===== src/rtl/buble_ctrl_stage_pkg.sv =====
// Shared types for the bubble-insertion stage: control-word layout and its inert value.
package buble_pkg;
  localparam int FWD_W = 2;

  typedef struct packed {
    logic             w_enable;
    logic             alu_ctrl;
    logic             r_i_sel_ctrl;
    logic             rd_ctrl;
    logic             wd_ctrl;
    logic             wb_mux_ctrl;
    logic             fwd_dm_ctrl;
    logic             beq_and_in2;
    logic [FWD_W-1:0] fwd_ctrl_a;
    logic [FWD_W-1:0] fwd_ctrl_b;
  } ctrl_word_t;

  localparam ctrl_word_t CTRL_BUBBLE = '0;
endpackage


===== src/rtl/buble_ctrl_stage_if.sv =====
// Control-word bus between hazard/decode and the bubble stage.
// Optional stats ports appear when BUBLE_STAT_EN is defined.
interface buble_if #(parameter int FWD_W = buble_pkg::FWD_W);
  logic             en, buble_mux_ctrl;
  logic             w_enable, alu_ctrl, r_i_sel_ctrl, rd_ctrl;
  logic             wd_ctrl, wb_mux_ctrl, fwd_dm_ctrl, beq_and_in2;
  logic [FWD_W-1:0] fwd_ctrl_a, fwd_ctrl_b;
  logic             o_w_enable, o_alu_ctrl, o_r_i_sel_ctrl, o_rd_ctrl;
  logic             o_wd_ctrl, o_wb_mux_ctrl, o_fwd_dm_ctrl, o_beq_and_in2;
  logic [FWD_W-1:0] o_fwd_ctrl_a, o_fwd_ctrl_b;
`ifdef BUBLE_STAT_EN
  logic [15:0]      o_bubble_cnt;
  logic             o_bubble;
`endif

  modport master (
    output en, buble_mux_ctrl, w_enable, alu_ctrl, r_i_sel_ctrl, rd_ctrl,
           wd_ctrl, wb_mux_ctrl, fwd_dm_ctrl, beq_and_in2, fwd_ctrl_a, fwd_ctrl_b,
    input  o_w_enable, o_alu_ctrl, o_r_i_sel_ctrl, o_rd_ctrl, o_wd_ctrl,
           o_wb_mux_ctrl, o_fwd_dm_ctrl, o_beq_and_in2, o_fwd_ctrl_a, o_fwd_ctrl_b
`ifdef BUBLE_STAT_EN
    , input o_bubble_cnt, o_bubble
`endif
  );

  modport slave (
    input  en, buble_mux_ctrl, w_enable, alu_ctrl, r_i_sel_ctrl, rd_ctrl,
           wd_ctrl, wb_mux_ctrl, fwd_dm_ctrl, beq_and_in2, fwd_ctrl_a, fwd_ctrl_b,
    output o_w_enable, o_alu_ctrl, o_r_i_sel_ctrl, o_rd_ctrl, o_wd_ctrl,
           o_wb_mux_ctrl, o_fwd_dm_ctrl, o_beq_and_in2, o_fwd_ctrl_a, o_fwd_ctrl_b
`ifdef BUBLE_STAT_EN
    , output o_bubble_cnt, o_bubble
`endif
  );
endinterface


===== src/rtl/buble_ctrl_stage_mux.sv =====
// Combinational bubble select. Anything but a clean 1 on sel yields the inert word,
// so an undriven select can never leak X into the execute stage.
module buble_mux
  import buble_pkg::*;
(
  input  logic       sel,
  input  ctrl_word_t ctrl_in,
  output ctrl_word_t ctrl_out,
  output logic       pass
);
  assign pass     = (sel === 1'b1);
  assign ctrl_out = pass ? ctrl_in : CTRL_BUBBLE;
endmodule


===== src/rtl/buble_ctrl_stage.sv =====
// Registered bubble-insertion stage for the execute control word.
// Define BUBLE_STAT_EN to add the bubble counter and bubble flag outputs.
module buble_ctrl_stage
  import buble_pkg::*;
#(
  parameter int FWD_W = buble_pkg::FWD_W
) (
  input  logic   clk,
  input  logic   rst,
  buble_if.slave bus
);
  // Control-word layout is fixed by the package; reject mismatched overrides.
  if (FWD_W != buble_pkg::FWD_W) begin : g_bad_fwd_w
    $error("buble_ctrl_stage: FWD_W must match buble_pkg::FWD_W");
  end

  ctrl_word_t ctrl_in, ctrl_sel, ctrl_q;
  logic       pass;

  assign ctrl_in = '{
    w_enable:     bus.w_enable,
    alu_ctrl:     bus.alu_ctrl,
    r_i_sel_ctrl: bus.r_i_sel_ctrl,
    rd_ctrl:      bus.rd_ctrl,
    wd_ctrl:      bus.wd_ctrl,
    wb_mux_ctrl:  bus.wb_mux_ctrl,
    fwd_dm_ctrl:  bus.fwd_dm_ctrl,
    beq_and_in2:  bus.beq_and_in2,
    fwd_ctrl_a:   bus.fwd_ctrl_a,
    fwd_ctrl_b:   bus.fwd_ctrl_b
  };

  buble_mux u_mux (
    .sel      (bus.buble_mux_ctrl),
    .ctrl_in  (ctrl_in),
    .ctrl_out (ctrl_sel),
    .pass     (pass)
  );

  always_ff @(posedge clk) begin
    if (rst)         ctrl_q <= CTRL_BUBBLE;
    else if (bus.en) ctrl_q <= ctrl_sel;
  end

  assign bus.o_w_enable     = ctrl_q.w_enable;
  assign bus.o_alu_ctrl     = ctrl_q.alu_ctrl;
  assign bus.o_r_i_sel_ctrl = ctrl_q.r_i_sel_ctrl;
  assign bus.o_rd_ctrl      = ctrl_q.rd_ctrl;
  assign bus.o_wd_ctrl      = ctrl_q.wd_ctrl;
  assign bus.o_wb_mux_ctrl  = ctrl_q.wb_mux_ctrl;
  assign bus.o_fwd_dm_ctrl  = ctrl_q.fwd_dm_ctrl;
  assign bus.o_beq_and_in2  = ctrl_q.beq_and_in2;
  assign bus.o_fwd_ctrl_a   = ctrl_q.fwd_ctrl_a;
  assign bus.o_fwd_ctrl_b   = ctrl_q.fwd_ctrl_b;

`ifdef BUBLE_STAT_EN
  logic [15:0] bubble_cnt;
  logic        bubble_q;

  // Only advancing edges count; stalled cycles re-present the old word.
  always_ff @(posedge clk) begin
    if (rst) begin
      bubble_cnt <= '0;
      bubble_q   <= 1'b0;
    end else if (bus.en) begin
      bubble_q <= ~pass;
      if (!pass && bubble_cnt != 16'hFFFF) bubble_cnt <= bubble_cnt + 16'd1;
    end
  end

  assign bus.o_bubble_cnt = bubble_cnt;
  assign bus.o_bubble     = bubble_q;
`endif
endmodule


===== src/flat_wrapper.sv =====
// flat-port wrapper written by rule: the top's interface ports become plain ports
module buble_ctrl_stage_flat import buble_pkg::*;
#(
  parameter int FWD_W = buble_pkg::FWD_W
)
  (clk, rst, bus_en, bus_buble_mux_ctrl, bus_w_enable, bus_alu_ctrl, bus_r_i_sel_ctrl, bus_rd_ctrl, bus_wd_ctrl, bus_wb_mux_ctrl, bus_fwd_dm_ctrl, bus_beq_and_in2, bus_fwd_ctrl_a, bus_fwd_ctrl_b, bus_o_w_enable, bus_o_alu_ctrl, bus_o_r_i_sel_ctrl, bus_o_rd_ctrl, bus_o_wd_ctrl, bus_o_wb_mux_ctrl, bus_o_fwd_dm_ctrl, bus_o_beq_and_in2, bus_o_fwd_ctrl_a, bus_o_fwd_ctrl_b);
  buble_if #(.FWD_W(FWD_W)) bus_i ();
  input  logic clk;
  input  logic rst;
  input wire logic [$bits(bus_i.en)-1:0] bus_en;
  input wire logic [$bits(bus_i.buble_mux_ctrl)-1:0] bus_buble_mux_ctrl;
  input wire logic [$bits(bus_i.w_enable)-1:0] bus_w_enable;
  input wire logic [$bits(bus_i.alu_ctrl)-1:0] bus_alu_ctrl;
  input wire logic [$bits(bus_i.r_i_sel_ctrl)-1:0] bus_r_i_sel_ctrl;
  input wire logic [$bits(bus_i.rd_ctrl)-1:0] bus_rd_ctrl;
  input wire logic [$bits(bus_i.wd_ctrl)-1:0] bus_wd_ctrl;
  input wire logic [$bits(bus_i.wb_mux_ctrl)-1:0] bus_wb_mux_ctrl;
  input wire logic [$bits(bus_i.fwd_dm_ctrl)-1:0] bus_fwd_dm_ctrl;
  input wire logic [$bits(bus_i.beq_and_in2)-1:0] bus_beq_and_in2;
  input wire logic [$bits(bus_i.fwd_ctrl_a)-1:0] bus_fwd_ctrl_a;
  input wire logic [$bits(bus_i.fwd_ctrl_b)-1:0] bus_fwd_ctrl_b;
  output wire logic [$bits(bus_i.o_w_enable)-1:0] bus_o_w_enable;
  output wire logic [$bits(bus_i.o_alu_ctrl)-1:0] bus_o_alu_ctrl;
  output wire logic [$bits(bus_i.o_r_i_sel_ctrl)-1:0] bus_o_r_i_sel_ctrl;
  output wire logic [$bits(bus_i.o_rd_ctrl)-1:0] bus_o_rd_ctrl;
  output wire logic [$bits(bus_i.o_wd_ctrl)-1:0] bus_o_wd_ctrl;
  output wire logic [$bits(bus_i.o_wb_mux_ctrl)-1:0] bus_o_wb_mux_ctrl;
  output wire logic [$bits(bus_i.o_fwd_dm_ctrl)-1:0] bus_o_fwd_dm_ctrl;
  output wire logic [$bits(bus_i.o_beq_and_in2)-1:0] bus_o_beq_and_in2;
  output wire logic [$bits(bus_i.o_fwd_ctrl_a)-1:0] bus_o_fwd_ctrl_a;
  output wire logic [$bits(bus_i.o_fwd_ctrl_b)-1:0] bus_o_fwd_ctrl_b;
  assign bus_i.en = bus_en;
  assign bus_i.buble_mux_ctrl = bus_buble_mux_ctrl;
  assign bus_i.w_enable = bus_w_enable;
  assign bus_i.alu_ctrl = bus_alu_ctrl;
  assign bus_i.r_i_sel_ctrl = bus_r_i_sel_ctrl;
  assign bus_i.rd_ctrl = bus_rd_ctrl;
  assign bus_i.wd_ctrl = bus_wd_ctrl;
  assign bus_i.wb_mux_ctrl = bus_wb_mux_ctrl;
  assign bus_i.fwd_dm_ctrl = bus_fwd_dm_ctrl;
  assign bus_i.beq_and_in2 = bus_beq_and_in2;
  assign bus_i.fwd_ctrl_a = bus_fwd_ctrl_a;
  assign bus_i.fwd_ctrl_b = bus_fwd_ctrl_b;
  assign bus_o_w_enable = bus_i.o_w_enable;
  assign bus_o_alu_ctrl = bus_i.o_alu_ctrl;
  assign bus_o_r_i_sel_ctrl = bus_i.o_r_i_sel_ctrl;
  assign bus_o_rd_ctrl = bus_i.o_rd_ctrl;
  assign bus_o_wd_ctrl = bus_i.o_wd_ctrl;
  assign bus_o_wb_mux_ctrl = bus_i.o_wb_mux_ctrl;
  assign bus_o_fwd_dm_ctrl = bus_i.o_fwd_dm_ctrl;
  assign bus_o_beq_and_in2 = bus_i.o_beq_and_in2;
  assign bus_o_fwd_ctrl_a = bus_i.o_fwd_ctrl_a;
  assign bus_o_fwd_ctrl_b = bus_i.o_fwd_ctrl_b;
  buble_ctrl_stage #(.FWD_W(FWD_W)) u_core (.clk(clk), .rst(rst), .bus(bus_i));
endmodule

===== config.mk =====
export PLATFORM = sky130hd
export DESIGN_NAME = buble_ctrl_stage_flat
export DESIGN_NICKNAME = d
export VERILOG_FILES = /design/src/rtl/buble_ctrl_stage_pkg.sv /design/src/rtl/buble_ctrl_stage_if.sv /design/src/rtl/buble_ctrl_stage_mux.sv /design/src/rtl/buble_ctrl_stage.sv /design/src/flat_wrapper.sv
export SDC_FILE = /design/constraint.sdc
export NUM_CORES = 1
export LEC_CHECK = 0
export BUFFER_PORTS_ARGS = -buffer_cell sky130_fd_sc_hd__buf_2
export CAP_MARGIN = 25
export CORE_AREA = 4 4 41 43
export CTS_CLUSTER_DIAMETER = 50
export DETAILED_ROUTE_END_ITERATION = 8
export DIE_AREA = 0 0 45 47
export GPL_ROUTABILITY_DRIVEN = 0
export PLACE_DENSITY = 0.79
export SYNTH_ARGS = -nofsm -noshare
export SYNTH_HDL_FRONTEND = slang
export SYNTH_HIERARCHICAL = 1
export SYNTH_SLANG_ARGS = --single-unit
export TNS_END_PERCENT = 1

===== constraint.sdc =====
create_clock -name clk -period 1.69 [get_ports clk]
set_input_delay 0.338 -clock clk [delete_from_list [all_inputs] [get_ports clk]]
set_output_delay 0.338 -clock clk [all_outputs]
set_load 0.01 [all_outputs]

# Word-level counts from Yosys, hierarchy flattened
# Index checks and enable logic that the tools add are counted.
# word_totals
register_bits	12
latchBits	0
mem_bits_rw	0
rom_bits	0
output_inout_bits	12
elab_cells	12
mem_count	0
# classes
addsub	0
multipliers	0
div_mod_pow	0
magnitude_cmp	0
n_eq_ne	1
shift	0
muxes	1
bitwise_logic	0
n_reduce_logical	0
# ops
operator	count
12-bit two-way mux	1
1-bit === test (second input constant)	1

# Depth between registers and ports, before layout
# Gate-level depths: netlist of run 1.
# depth
depth_word	2
ltp_mapped	4
depth_no_buf	3

# By module
# The synthesis of run 1 kept the hierarchy.
# modules_own_cells
module	instances	cells_each	area_each_um2	seq_area_each_um2
buble_ctrl_stage	1	38	420.4	240.2
buble_mux	1	14	103.8	0.0

# Least setup slack after synthesis of run 1
# No wires, ideal clock.
# synth_timing
kind	input to register
start	in bus_buble_mux_ctrl
end	reg u_core.ctrl_q (netlist bit u_core/bus.o_alu_ctrl)
arrival_ns	0.752
t_required_ns	1.562
slack_ns	0.810
cell_stages	4
cell_sequence	buf_6 > and2_2 > mux2i_1 > nor2_1
# synth_lines
element	line_no	rtl
start: declaration	flat_wrapper.sv:11	input wire logic [$bits(bus_i.buble_mux_ctrl)-1:0] bus_buble_mux_ctrl;
end signal: assignment	buble_ctrl_stage.sv:42	else if (bus.en) ctrl_q <= ctrl_sel;
end: declaration	buble_ctrl_stage.sv:17	ctrl_word_t ctrl_in, ctrl_sel, ctrl_q;

# Final worst setup path of run 1
# layout_timing
start	reg u_core.ctrl_q (netlist bit u_core/bus.o_beq_and_in2)
end	out bus_o_beq_and_in2
# layout_lines
element	line_no	rtl
end: declaration	flat_wrapper.sv:29	output wire logic [$bits(bus_i.o_beq_and_in2)-1:0] bus_o_beq_and_in2;
# No word-level cell between the ends.

==> impl_metrics.prom, run 1 <==
# TYPE chip_impl_metric gauge
chip_impl_info{name="outcome",value="complete, no violations"} 1
chip_impl_metric{name="number_of_sinks_on_the_clock_net",unit=""} 12
chip_impl_metric{name="tns",unit="ps"} 0
chip_impl_metric{name="layout-area-overhead-vs-synth",unit="%"} 29.1
chip_impl_metric{name="grt_max_degree",unit=""} 13
chip_impl_metric{name="chipHeight",unit="um"} 47
chip_impl_metric{name="report.final.slew_viol_count",unit=""} 0
chip_impl_metric{name="remaining_drc_errors",unit=""} 0
chip_impl_info{name="worstHoldPathType",value="input port to flop"} 1
chip_impl_metric{name="r2r.worst_path.cells",unit=""} 2
chip_impl_info{name="worstSetupPathType",value="flop to output pin"} 1
chip_impl_info{name="hold_path_end",value="u_core/bus.o_fwd_ctrl_b[1]"} 1
chip_impl_metric{name="vdd_ir_drop_max",unit="uV"} 405
chip_impl_metric{name="critPathRequiredTime",unit="ps"} 1350
chip_impl_metric{name="num-fill-cells",unit=""} 130
chip_impl_info{name="hold_path_startpoint",value="rst"} 1
chip_impl_metric{name="global_route_wire_length_before_repair",unit="um"} 1730
chip_impl_info{name="leading_cell_type_in_the_layout_fill_and_taps_excluded",value="buf_2"} 1
chip_impl_metric{name="antenna_found_initial",unit=""} 0
chip_impl_info{name="crit_path_cells",value="buf_2"} 1
chip_impl_metric{name="synth.cell_area",unit="um^2"} 517
chip_impl_metric{name="postLayoutCoreUtil",unit=""} 0.513
chip_impl_metric{name="report.final.setup_viol",unit=""} 0
chip_impl_metric{name="grt_remaining_overflow",unit=""} 0
chip_impl_info{name="crit_slowest_cell",value="dfxtp_1"} 1
chip_impl_metric{name="synthesis.yosys.warnings",unit=""} 6
chip_impl_metric{name="io_pins",unit=""} 28
chip_impl_metric{name="worstMarginPinSlew",unit="ps"} 338
chip_impl_metric{name="postCtsSetupBuffers",unit=""} 0
chip_impl_metric{name="final_instance_count_without_filler_cells",unit=""} 93
chip_impl_metric{name="postSynthAreaPerCell",unit="um^2"} 10.1
chip_impl_metric{name="powerDensity",unit="mW/mm^2"} 818
chip_impl_metric{name="syn_nets",unit=""} 67
chip_impl_metric{name="die_area",unit="mm^2"} 0.00212
chip_impl_metric{name="via_count_of_the_first_global_routing_pass",unit=""} 395
chip_impl_metric{name="floorplan.initialDensity",unit=""} 0.397
chip_impl_metric{name="cts.reportedPaths.clkPinSlew",unit="ps"} 70
chip_impl_metric{name="totalWireLength",unit="um"} 1050
chip_impl_metric{name="routedWlPerCell",unit="um"} 11.3
chip_impl_info{name="rr_endpoint",value="u_core/bus.o_beq_and_in2"} 1
chip_impl_metric{name="dp_hpwl",unit="um"} 773
chip_impl_metric{name="avgViaCountPerCell",unit=""} 4.49
chip_impl_metric{name="period_minus_slack",unit="ps"} 1080
chip_impl_metric{name="max_slew_margin",unit=""} 0.775
chip_impl_metric{name="worst-endpoint-arrival",unit="ps"} 740
chip_impl_info{name="family_of_cells_with_the_greatest_summed_delay_on_the_critical_path",value="flip-flops"} 1
chip_impl_metric{name="cts_made_buffers",unit=""} 3
chip_impl_metric{name="worst_setup_margin",unit="ps"} 608
chip_impl_metric{name="via_count",unit=""} 418
chip_impl_metric{name="cts_resized",unit=""} 0
chip_impl_metric{name="hold_slack",unit="ps"} 383
chip_impl_metric{name="final_layout_size_suffix_gt1_frac",unit=""} 0.487
chip_impl_metric{name="first_iter_violations",unit=""} 2
chip_impl_metric{name="worstPathBufferInverterCount",unit=""} 1
chip_impl_metric{name="portBuffers",unit=""} 27
chip_impl_metric{name="final_nets",unit=""} 96
chip_impl_metric{name="multi_input_comb_area",unit="um^2"} 250
chip_impl_metric{name="preCtsSetupSlack",unit="ps"} 618
chip_impl_metric{name="cap_violations",unit=""} 0
chip_impl_metric{name="fin_worst_skew",unit="ps"} 0
chip_impl_metric{name="dp.cells",unit=""} 90
chip_impl_info{name="clk_root_buf",value="clkbuf_4"} 1
chip_impl_info{name="cts_tree",value="done"} 1
chip_impl_metric{name="min_delay_path_depth",unit=""} 2
chip_impl_metric{name="register_area",unit="um^2"} 240
chip_impl_metric{name="finalHoldViolCount",unit=""} 0
chip_impl_metric{name="reg2reg_setup_slack",unit="ps"} 1070
chip_impl_metric{name="crit_path_max_incr_delay",unit="ps"} 350
chip_impl_metric{name="cts-htree-levels",unit=""} 1
chip_impl_metric{name="insertion_delay",unit="ps"} 260
chip_impl_metric{name="antennaDiodeCount",unit=""} 0
chip_impl_info{name="critical_path.reg2reg.startpoint",value="u_core/bus.o_beq_and_in2"} 1
chip_impl_metric{name="final.period_utilization",unit=""} 0.640
chip_impl_metric{name="post_synth_inst_count",unit=""} 51
chip_impl_metric{name="max_freq",unit="GHz"} 0.924
chip_impl_metric{name="first_drt_pass_iteration_count",unit=""} 2
chip_impl_metric{name="fp.dieW",unit="um"} 45
chip_impl_metric{name="placement_rows",unit=""} 13
chip_impl_metric{name="cellLeakagePower",unit="nW"} 0.362
chip_impl_metric{name="cts_hold_repair.buffers",unit=""} 0
chip_impl_metric{name="core",unit="mm^2"} 0.00130
chip_impl_metric{name="detail-route-antenna-nets",unit=""} 0
chip_impl_info{name="setup_repair_after_global_routing_missed_its_margin",value="false"} 1
chip_impl_info{name="worstSetupStartpointType",value="flop"} 1
chip_impl_info{name="layout_common_cells",value="buf_2, mux2i_1, nor2_1, dfxtp_1, and2_2"} 1
chip_impl_info{name="setup_crit_end_kind",value="output pin"} 1
chip_impl_metric{name="total_track_usage",unit=""} 0.115
chip_impl_metric{name="cts_buffer_depth",unit=""} 2
chip_impl_metric{name="worst-path-max-fanout",unit=""} 2
==> worst max path at each step <==
stage	startpoint	endpoint	slack, ps	depth (start not counted)
finish	u_core/bus.o_beq_and_in2	bus_o_beq_and_in2	610	1
global route	u_core/bus.o_fwd_ctrl_b[1]	bus_o_fwd_ctrl_b[1]	550	1
CTS	u_core/bus.o_beq_and_in2	bus_o_beq_and_in2	590	1
detailed placement	bus_en	u_core/bus.o_fwd_ctrl_b[0]	620	3
global placement	bus_en	u_core/bus.o_alu_ctrl	650	3
floorplan	bus_buble_mux_ctrl	u_core/bus.o_alu_ctrl	810	4
==> flip-flops by register name, summed over array words and instances, names as in the netlist <==
register                   count
u_core/bus.o_r_i_sel_ctrl      1
u_core/bus.o_alu_ctrl          1
u_core/bus.o_w_enable          1
u_core/bus.o_fwd_dm_ctrl       1
u_core/bus.o_beq_and_in2       1
u_core/bus.o_wb_mux_ctrl       1
u_core/bus.o_rd_ctrl           1
u_core/bus.o_fwd_ctrl_b        2
u_core/bus.o_wd_ctrl           1
u_core/bus.o_fwd_ctrl_a        2
==> area by class of cell <==
cell class | instances | share of cell area
clock buffer | 3 | 0.0338
multi-input combinational | 36 | 0.375
sequential | 12 | 0.360
tap | 15 | 0.0281
timing repair buffer | 27 | 0.203
==> per-stage QoR <==
stage / instance area [um^2] / total power [W]
2_1_floorplan: 517 / 0.000355
3_3_place_gp: 644 / 0.000383
3_5_place_dp: 644 / 0.000385
4_1_cts: 667 / 0.000558
5_1_grt: 667 / 0.000578
6_report: 667 / 0.000546
==> power breakdown <==
| group | internal [W] | switching (W) |
|---|---|---|
| clock network | 0.0000822 | 0.0000859 |
| logic | 0.0000419 | 0.0000362 |
| registers | 0.000294 | 0.00000532 |
==> worst reg2reg max path: cells and delay by family (launching register included) <==
family,cells,cell delay [ps]
DFF,1,320
muxes,1,140
and+or+nand+nor,1,50
==> per-layer routing <==
| metal | wire, um | global-route usage | share of wire | vias up |
|---|---|---|---|---|
| li1 | - | - | - | 216 |
| met4 | 0 | 0.0702 | 0 | 0 |
| met3 | 110 | 0.0345 | 0.11 | 0 |
| met5 | 0 | 0 | 0 | - |
| met1 | 454 | 0.122 | 0.43 | 185 |
| met2 | 483 | 0.201 | 0.46 | 17 |
Note: power is estimated with default switching activity, not from simulation.
==> run 2, diff against run 1 <==
==> constraint.sdc (replaced) <==
create_clock -name clk -period 1 [get_ports clk]
set_input_delay 0.2 -clock clk [delete_from_list [all_inputs] [get_ports clk]]
set_output_delay 0.2 -clock clk [all_outputs]
set_load 0.01 [all_outputs]
==> run 2 against run 1 <==
Compared with the run above:
- sequential share of layout area is 0.12 points higher
- first-iteration DRC count is 50% higher
- clock skew stayed put
- critical path depth stayed put
- clock-buffer cell count stayed put
- sequential power is 69% higher
- hold slack worse by 140 ps
- non-clock buffer count stayed put
- combinational power is 70% higher
- global-route usage is 0.19 points higher
- flip-flop and latch count stayed put
==> impl_metrics.prom, run 2 (synthesized netlist as in run 1, its figures left out) <==
# TYPE chip_impl_metric gauge
chip_impl_info{name="worstHoldPathType",value="input port to flop"} 1
chip_impl_metric{name="via_count",unit=""} 430
chip_impl_info{name="worstSetupPathType",value="flop to output pin"} 1
chip_impl_metric{name="first_drt_pass_iteration_count",unit=""} 4
chip_impl_metric{name="cell_internal_pwr",unit="W"} 0.000707
chip_impl_metric{name="fin_worst_skew",unit="ps"} 0
chip_impl_metric{name="total_track_usage",unit=""} 0.117
chip_impl_metric{name="tns",unit="ps"} 0
chip_impl_metric{name="first_iter_violations",unit=""} 3
chip_impl_metric{name="grt_max_degree",unit=""} 13
chip_impl_info{name="crit_slowest_cell",value="dfxtp_1"} 1
chip_impl_metric{name="switching_share",unit=""} 0.238
chip_impl_metric{name="chipHeight",unit="um"} 47
chip_impl_metric{name="crit_path_max_incr_delay",unit="ps"} 340
chip_impl_metric{name="report.final.setup_viol",unit=""} 0
chip_impl_metric{name="number_of_sinks_on_the_clock_net",unit=""} 12
chip_impl_metric{name="finalHoldViolCount",unit=""} 0
chip_impl_metric{name="core",unit="mm^2"} 0.00130
chip_impl_metric{name="min_delay_path_depth",unit=""} 2
chip_impl_metric{name="critPathRequiredTime",unit="ps"} 800
chip_impl_metric{name="seq_power_share",unit=""} 0.545
chip_impl_info{name="leading_cell_type_in_the_layout_fill_and_taps_excluded",value="buf_2"} 1
chip_impl_metric{name="worstMarginPinSlew",unit="ps"} 354
chip_impl_metric{name="totalWireLength",unit="um"} 1070
chip_impl_info{name="clk_root_buf",value="clkbuf_4"} 1
chip_impl_metric{name="p_clk_frac",unit=""} 0.311
chip_impl_metric{name="power.switching",unit="W"} 0.000221
chip_impl_info{name="outcome",value="complete, no violations"} 1
chip_impl_metric{name="detail-route-antenna-nets",unit=""} 0
chip_impl_info{name="setup_crit_end_kind",value="output pin"} 1
chip_impl_info{name="critical_path.startpoint",value="u_core/bus.o_beq_and_in2"} 1
chip_impl_metric{name="r2r.worst_path.cells",unit=""} 2
chip_impl_metric{name="final_nets",unit=""} 96
chip_impl_metric{name="antennaDiodeCount",unit=""} 0
chip_impl_info{name="layout_common_cells",value="buf_2, mux2i_1, nor2_1, dfxtp_1, and2_2"} 1
chip_impl_metric{name="final_layout_size_suffix_gt1_frac",unit=""} 0.500
chip_impl_metric{name="cts_buffer_depth",unit=""} 2
chip_impl_metric{name="cts_made_buffers",unit=""} 3
chip_impl_metric{name="dp_hpwl",unit="um"} 755
chip_impl_metric{name="comb_power_frac",unit=""} 0.143
chip_impl_metric{name="worst-endpoint-arrival",unit="ps"} 740
chip_impl_metric{name="max_slew_margin",unit=""} 0.764
chip_impl_metric{name="floorplan.initialDensity",unit=""} 0.397
chip_impl_metric{name="insertion_delay",unit="ps"} 260
chip_impl_metric{name="placement_rows",unit=""} 13
chip_impl_metric{name="antenna_found_initial",unit=""} 0
chip_impl_metric{name="cts-htree-levels",unit=""} 1
chip_impl_info{name="setup_repair_after_global_routing_missed_its_margin",value="false"} 1
chip_impl_info{name="family_of_cells_with_the_greatest_summed_delay_on_the_critical_path",value="flip-flops"} 1
chip_impl_metric{name="period_minus_slack",unit="ps"} 942
chip_impl_metric{name="dp.cells",unit=""} 90
chip_impl_metric{name="cellLeakagePower",unit="nW"} 0.363
chip_impl_metric{name="routedWlPerCell",unit="um"} 11.5
chip_impl_info{name="cts_tree",value="done"} 1
chip_impl_info{name="worstSetupStartpointType",value="flop"} 1
chip_impl_metric{name="final.period_utilization",unit=""} 0.942
chip_impl_metric{name="layout-area-overhead-vs-synth",unit="%"} 29.3
chip_impl_metric{name="avgViaCountPerCell",unit=""} 4.62
chip_impl_info{name="crit_path_cells",value="buf_2"} 1
chip_impl_metric{name="power",unit="W"} 0.000928
chip_impl_metric{name="cts_hold_repair.buffers",unit=""} 0
chip_impl_metric{name="cap_violations",unit=""} 0
chip_impl_metric{name="die_area",unit="mm^2"} 0.00212
chip_impl_metric{name="worst-path-max-fanout",unit=""} 2
chip_impl_metric{name="global_route_wire_length_before_repair",unit="um"} 1770
chip_impl_metric{name="max_freq",unit="GHz"} 1.06
chip_impl_metric{name="powerDensity",unit="mW/mm^2"} 1390
chip_impl_info{name="critical_path.reg2reg.startpoint",value="u_core/bus.o_wb_mux_ctrl"} 1
chip_impl_metric{name="fp.dieW",unit="um"} 45
chip_impl_metric{name="via_count_of_the_first_global_routing_pass",unit=""} 416
chip_impl_metric{name="io_pins",unit=""} 28
chip_impl_metric{name="remaining_drc_errors",unit=""} 0
chip_impl_metric{name="report.final.slew_viol_count",unit=""} 0
chip_impl_metric{name="critical_path_depth",unit=""} 1
chip_impl_info{name="hold_path_startpoint",value="rst"} 1
chip_impl_metric{name="cts.reportedPaths.clkPinSlew",unit="ps"} 70
chip_impl_metric{name="final_instance_count_without_filler_cells",unit=""} 93
chip_impl_metric{name="worstPathBufferInverterCount",unit=""} 1
chip_impl_metric{name="hold_slack",unit="ps"} 247
chip_impl_metric{name="vdd_ir_drop_max",unit="uV"} 841
chip_impl_metric{name="portBuffers",unit=""} 27
chip_impl_metric{name="grt_remaining_overflow",unit=""} 0
## run 2: cell counts in the layout (fill, tap and decap cells not counted)
No cell type changed its count.
## run 2: power groups by stage
stage | sequential, W | clock [W] | combinational, W
floorplan | 0.000526 | 0 | 0.0000739
global placement | 0.000516 | 0 | 0.000130
detailed placement | 0.000517 | 0 | 0.000134
CTS | 0.000506 | 0.000297 | 0.000134
global route | 0.000509 | 0.000328 | 0.000146
finish | 0.000506 | 0.000289 | 0.000133
## run 2: worst paths after layout
check / to / slack (ps)
max: bus_o_beq_and_in2 / 60
min reg2reg: u_core/bus.o_fwd_ctrl_b[1] / 490
max reg2reg: u_core/bus.o_wb_mux_ctrl / 390
min: u_core/bus.o_wd_ctrl / 250
## run 2: metrics by stage
step                setup slack [ps]  utilization  instance area [um^2]
floorplan                        258            -                   517
global placement                94.1        0.495                   644
detailed placement              68.3        0.495                   644
CTS                             47.1        0.513                   667
global route                    9.61        0.513                   668
finish                          57.8        0.513                   668
## run 2: final cells by class
type | instances | area, um^2
fillers | 126 | 633
multi-input cells | 36 | 250
flip-flops and latches | 12 | 241
repair buffers | 27 | 135
clock buffers | 3 | 22.5
well taps | 15 | 18.8
## run 2: per-layer routing
metal,track usage,routed length (um)
met3,0.0498,98
met1,0.144,521
met5,0,0
met4,0.0351,8
met2,0.186,444
## run 2: repair_timing
item | CTS | global route
setup buffers | 0 | 0
resized for setup | 0 | 1
endpoints found under the hold margin | 0 | 0
setup endpoints to repair | 0 | 1
==> run 3, diff against run 2 <==
--- a/config.mk
+++ b/config.mk
@@ -12,6 +12,7 @@
 export DETAILED_ROUTE_END_ITERATION = 8
 export DIE_AREA = 0 0 45 47
 export GPL_ROUTABILITY_DRIVEN = 0
+export MAX_ROUTING_LAYER = met4
 export PLACE_DENSITY = 0.79
 export SYNTH_ARGS = -nofsm -noshare
 export SYNTH_HDL_FRONTEND = slang
==> run 3 against run 2 <==
Compared with the run above:
- cell area unchanged
- critical path depth unchanged
- die area did not move
- sequential share of layout area unchanged
- largest cell class unchanged
- highest routed layer unchanged
==> impl_metrics.prom, run 3 (synthesized netlist as in run 1, its figures left out) <==
# TYPE chip_impl_metric gauge
chip_impl_metric{name="via_count",unit=""} 430
chip_impl_metric{name="portBuffers",unit=""} 27
chip_impl_metric{name="finalHoldViolCount",unit=""} 0
chip_impl_metric{name="floorplan.initialDensity",unit=""} 0.397
chip_impl_metric{name="fp.dieW",unit="um"} 45
chip_impl_info{name="leading_cell_type_in_the_layout_fill_and_taps_excluded",value="buf_2"} 1
chip_impl_metric{name="cts_hold_repair.buffers",unit=""} 0
chip_impl_metric{name="period_minus_slack",unit="ps"} 942
chip_impl_metric{name="routedWlPerCell",unit="um"} 11.5
chip_impl_metric{name="global_route_wire_length_before_repair",unit="um"} 1770
chip_impl_metric{name="crit_path_max_incr_delay",unit="ps"} 340
chip_impl_metric{name="report.final.slew_viol_count",unit=""} 0
chip_impl_metric{name="remaining_drc_errors",unit=""} 0
chip_impl_info{name="cts_tree",value="done"} 1
chip_impl_metric{name="chipHeight",unit="um"} 47
chip_impl_metric{name="powerDensity",unit="mW/mm^2"} 1390
chip_impl_metric{name="final.period_utilization",unit=""} 0.942
chip_impl_metric{name="cts-htree-levels",unit=""} 1
chip_impl_metric{name="fin_worst_skew",unit="ps"} 0
chip_impl_metric{name="first_drt_pass_iteration_count",unit=""} 4
chip_impl_metric{name="cts_buffer_depth",unit=""} 2
chip_impl_metric{name="vdd_ir_drop_max",unit="uV"} 841
chip_impl_metric{name="totalWireLength",unit="um"} 1070
chip_impl_metric{name="cts.reportedPaths.clkPinSlew",unit="ps"} 70
chip_impl_metric{name="r2r.worst_path.cells",unit=""} 2
chip_impl_metric{name="antenna_found_initial",unit=""} 0
chip_impl_metric{name="die_area",unit="mm^2"} 0.00212
chip_impl_info{name="critical_path.startpoint",value="u_core/bus.o_beq_and_in2"} 1
chip_impl_metric{name="number_of_sinks_on_the_clock_net",unit=""} 12
chip_impl_metric{name="worst-path-max-fanout",unit=""} 2
chip_impl_metric{name="tns",unit="ps"} 0
chip_impl_metric{name="dp_hpwl",unit="um"} 755
chip_impl_metric{name="core",unit="mm^2"} 0.00130
chip_impl_info{name="layout_common_cells",value="buf_2, mux2i_1, nor2_1, dfxtp_1, and2_2"} 1
chip_impl_info{name="setup_repair_after_global_routing_missed_its_margin",value="false"} 1
chip_impl_info{name="crit_slowest_cell",value="dfxtp_1"} 1
chip_impl_info{name="hold_path_startpoint",value="rst"} 1
chip_impl_metric{name="critical_path_depth",unit=""} 1
chip_impl_metric{name="preCtsSetupSlack",unit="ps"} 68.3
chip_impl_metric{name="final_layout_size_suffix_gt1_frac",unit=""} 0.500
chip_impl_metric{name="grt_remaining_overflow",unit=""} 0
chip_impl_metric{name="min_delay_path_depth",unit=""} 2
chip_impl_info{name="clk_root_buf",value="clkbuf_4"} 1
chip_impl_metric{name="worst-endpoint-arrival",unit="ps"} 740
chip_impl_metric{name="grtUsageMet3",unit=""} 0.0460
chip_impl_metric{name="critPathRequiredTime",unit="ps"} 800
chip_impl_info{name="worstSetupStartpointType",value="flop"} 1
chip_impl_info{name="setup_crit_end_kind",value="output pin"} 1
chip_impl_metric{name="detail-route-antenna-nets",unit=""} 0
chip_impl_info{name="worstSetupPathType",value="flop to output pin"} 1
chip_impl_metric{name="via_count_of_the_first_global_routing_pass",unit=""} 417
chip_impl_metric{name="max_slew_margin",unit=""} 0.764
chip_impl_info{name="worstHoldPathType",value="input port to flop"} 1
chip_impl_metric{name="avgViaCountPerCell",unit=""} 4.62
chip_impl_metric{name="max_freq",unit="GHz"} 1.06
chip_impl_metric{name="final_nets",unit=""} 96
chip_impl_metric{name="grt_max_degree",unit=""} 13
chip_impl_metric{name="insertion_delay",unit="ps"} 260
chip_impl_info{name="critical_path.reg2reg.startpoint",value="u_core/bus.o_wb_mux_ctrl"} 1
chip_impl_metric{name="cellLeakagePower",unit="nW"} 0.363
chip_impl_info{name="outcome",value="complete, no violations"} 1
chip_impl_metric{name="cts_made_buffers",unit=""} 3
chip_impl_metric{name="grt.met2_usage",unit=""} 0.186
chip_impl_metric{name="worstMarginPinSlew",unit="ps"} 354
chip_impl_info{name="family_of_cells_with_the_greatest_summed_delay_on_the_critical_path",value="flip-flops"} 1
chip_impl_metric{name="cap_violations",unit=""} 0
chip_impl_metric{name="total_track_usage",unit=""} 0.121
chip_impl_metric{name="use_met1",unit=""} 0.146
chip_impl_metric{name="worst_setup_margin",unit="ps"} 58.5
chip_impl_info{name="grt_most_used_layer",value="met2"} 1
chip_impl_metric{name="antennaDiodeCount",unit=""} 0
chip_impl_metric{name="layout-area-overhead-vs-synth",unit="%"} 29.3
chip_impl_metric{name="placement_rows",unit=""} 13
chip_impl_metric{name="io_pins",unit=""} 28
chip_impl_metric{name="worstPathBufferInverterCount",unit=""} 1
chip_impl_info{name="crit_path_cells",value="buf_2"} 1
chip_impl_metric{name="first_iter_violations",unit=""} 3
chip_impl_metric{name="report.final.setup_viol",unit=""} 0
==> run 3: repair_timing <==
item / in CTS / in global routing
gates resized for setup: 0 / 1
endpoints found under the hold margin: 0 / 0
setup endpoints to repair: 0 / 1
setup buffers: 0 / 0
==> run 3: per-layer routing <==
metal	wire [um]	up-vias	share of wire
li1	-	217	-
met1	525	192	0.49
met2	442	19	0.41
met3	94	2	0.088
met4	10	0	0.0093
met5	0	-	0
==> run 3: worst paths after layout <==
path | to | slack (ps)
setup reg to reg | u_core/bus.o_wb_mux_ctrl | 390
setup / recovery | bus_o_beq_and_in2 | 60
hold reg to reg | u_core/bus.o_fwd_ctrl_b[1] | 490
hold / removal | u_core/bus.o_wd_ctrl | 250
==> run 3: report_power, final <==
group	internal [W]	switching [W]
clock network	0.000139	0.000149
logic	0.0000708	0.0000622
registers	0.000497	0.00000882
==> run 3: area by class of cell <==
cell class,count,area [um^2]
repair buffers,27,135
well taps,15,18.8
multi-input cells,36,250
flip-flops and latches,12,241
fillers,126,633
clock buffers,3,22.5
==> run 3: metrics by stage <==
step           hold WS (ps)  std cells  utilization  total power, W  instance area (um^2)
6_report                248         93        0.513        0.000927                   668
3_3_place_gp            472         90        0.495        0.000647                   644
4_1_cts                 244         93        0.513        0.000937                   667
2_1_floorplan           272         51            -        0.000600                   517
5_1_grt                 246         93        0.513        0.000982                   668
3_5_place_dp            482         90        0.495        0.000650                   644
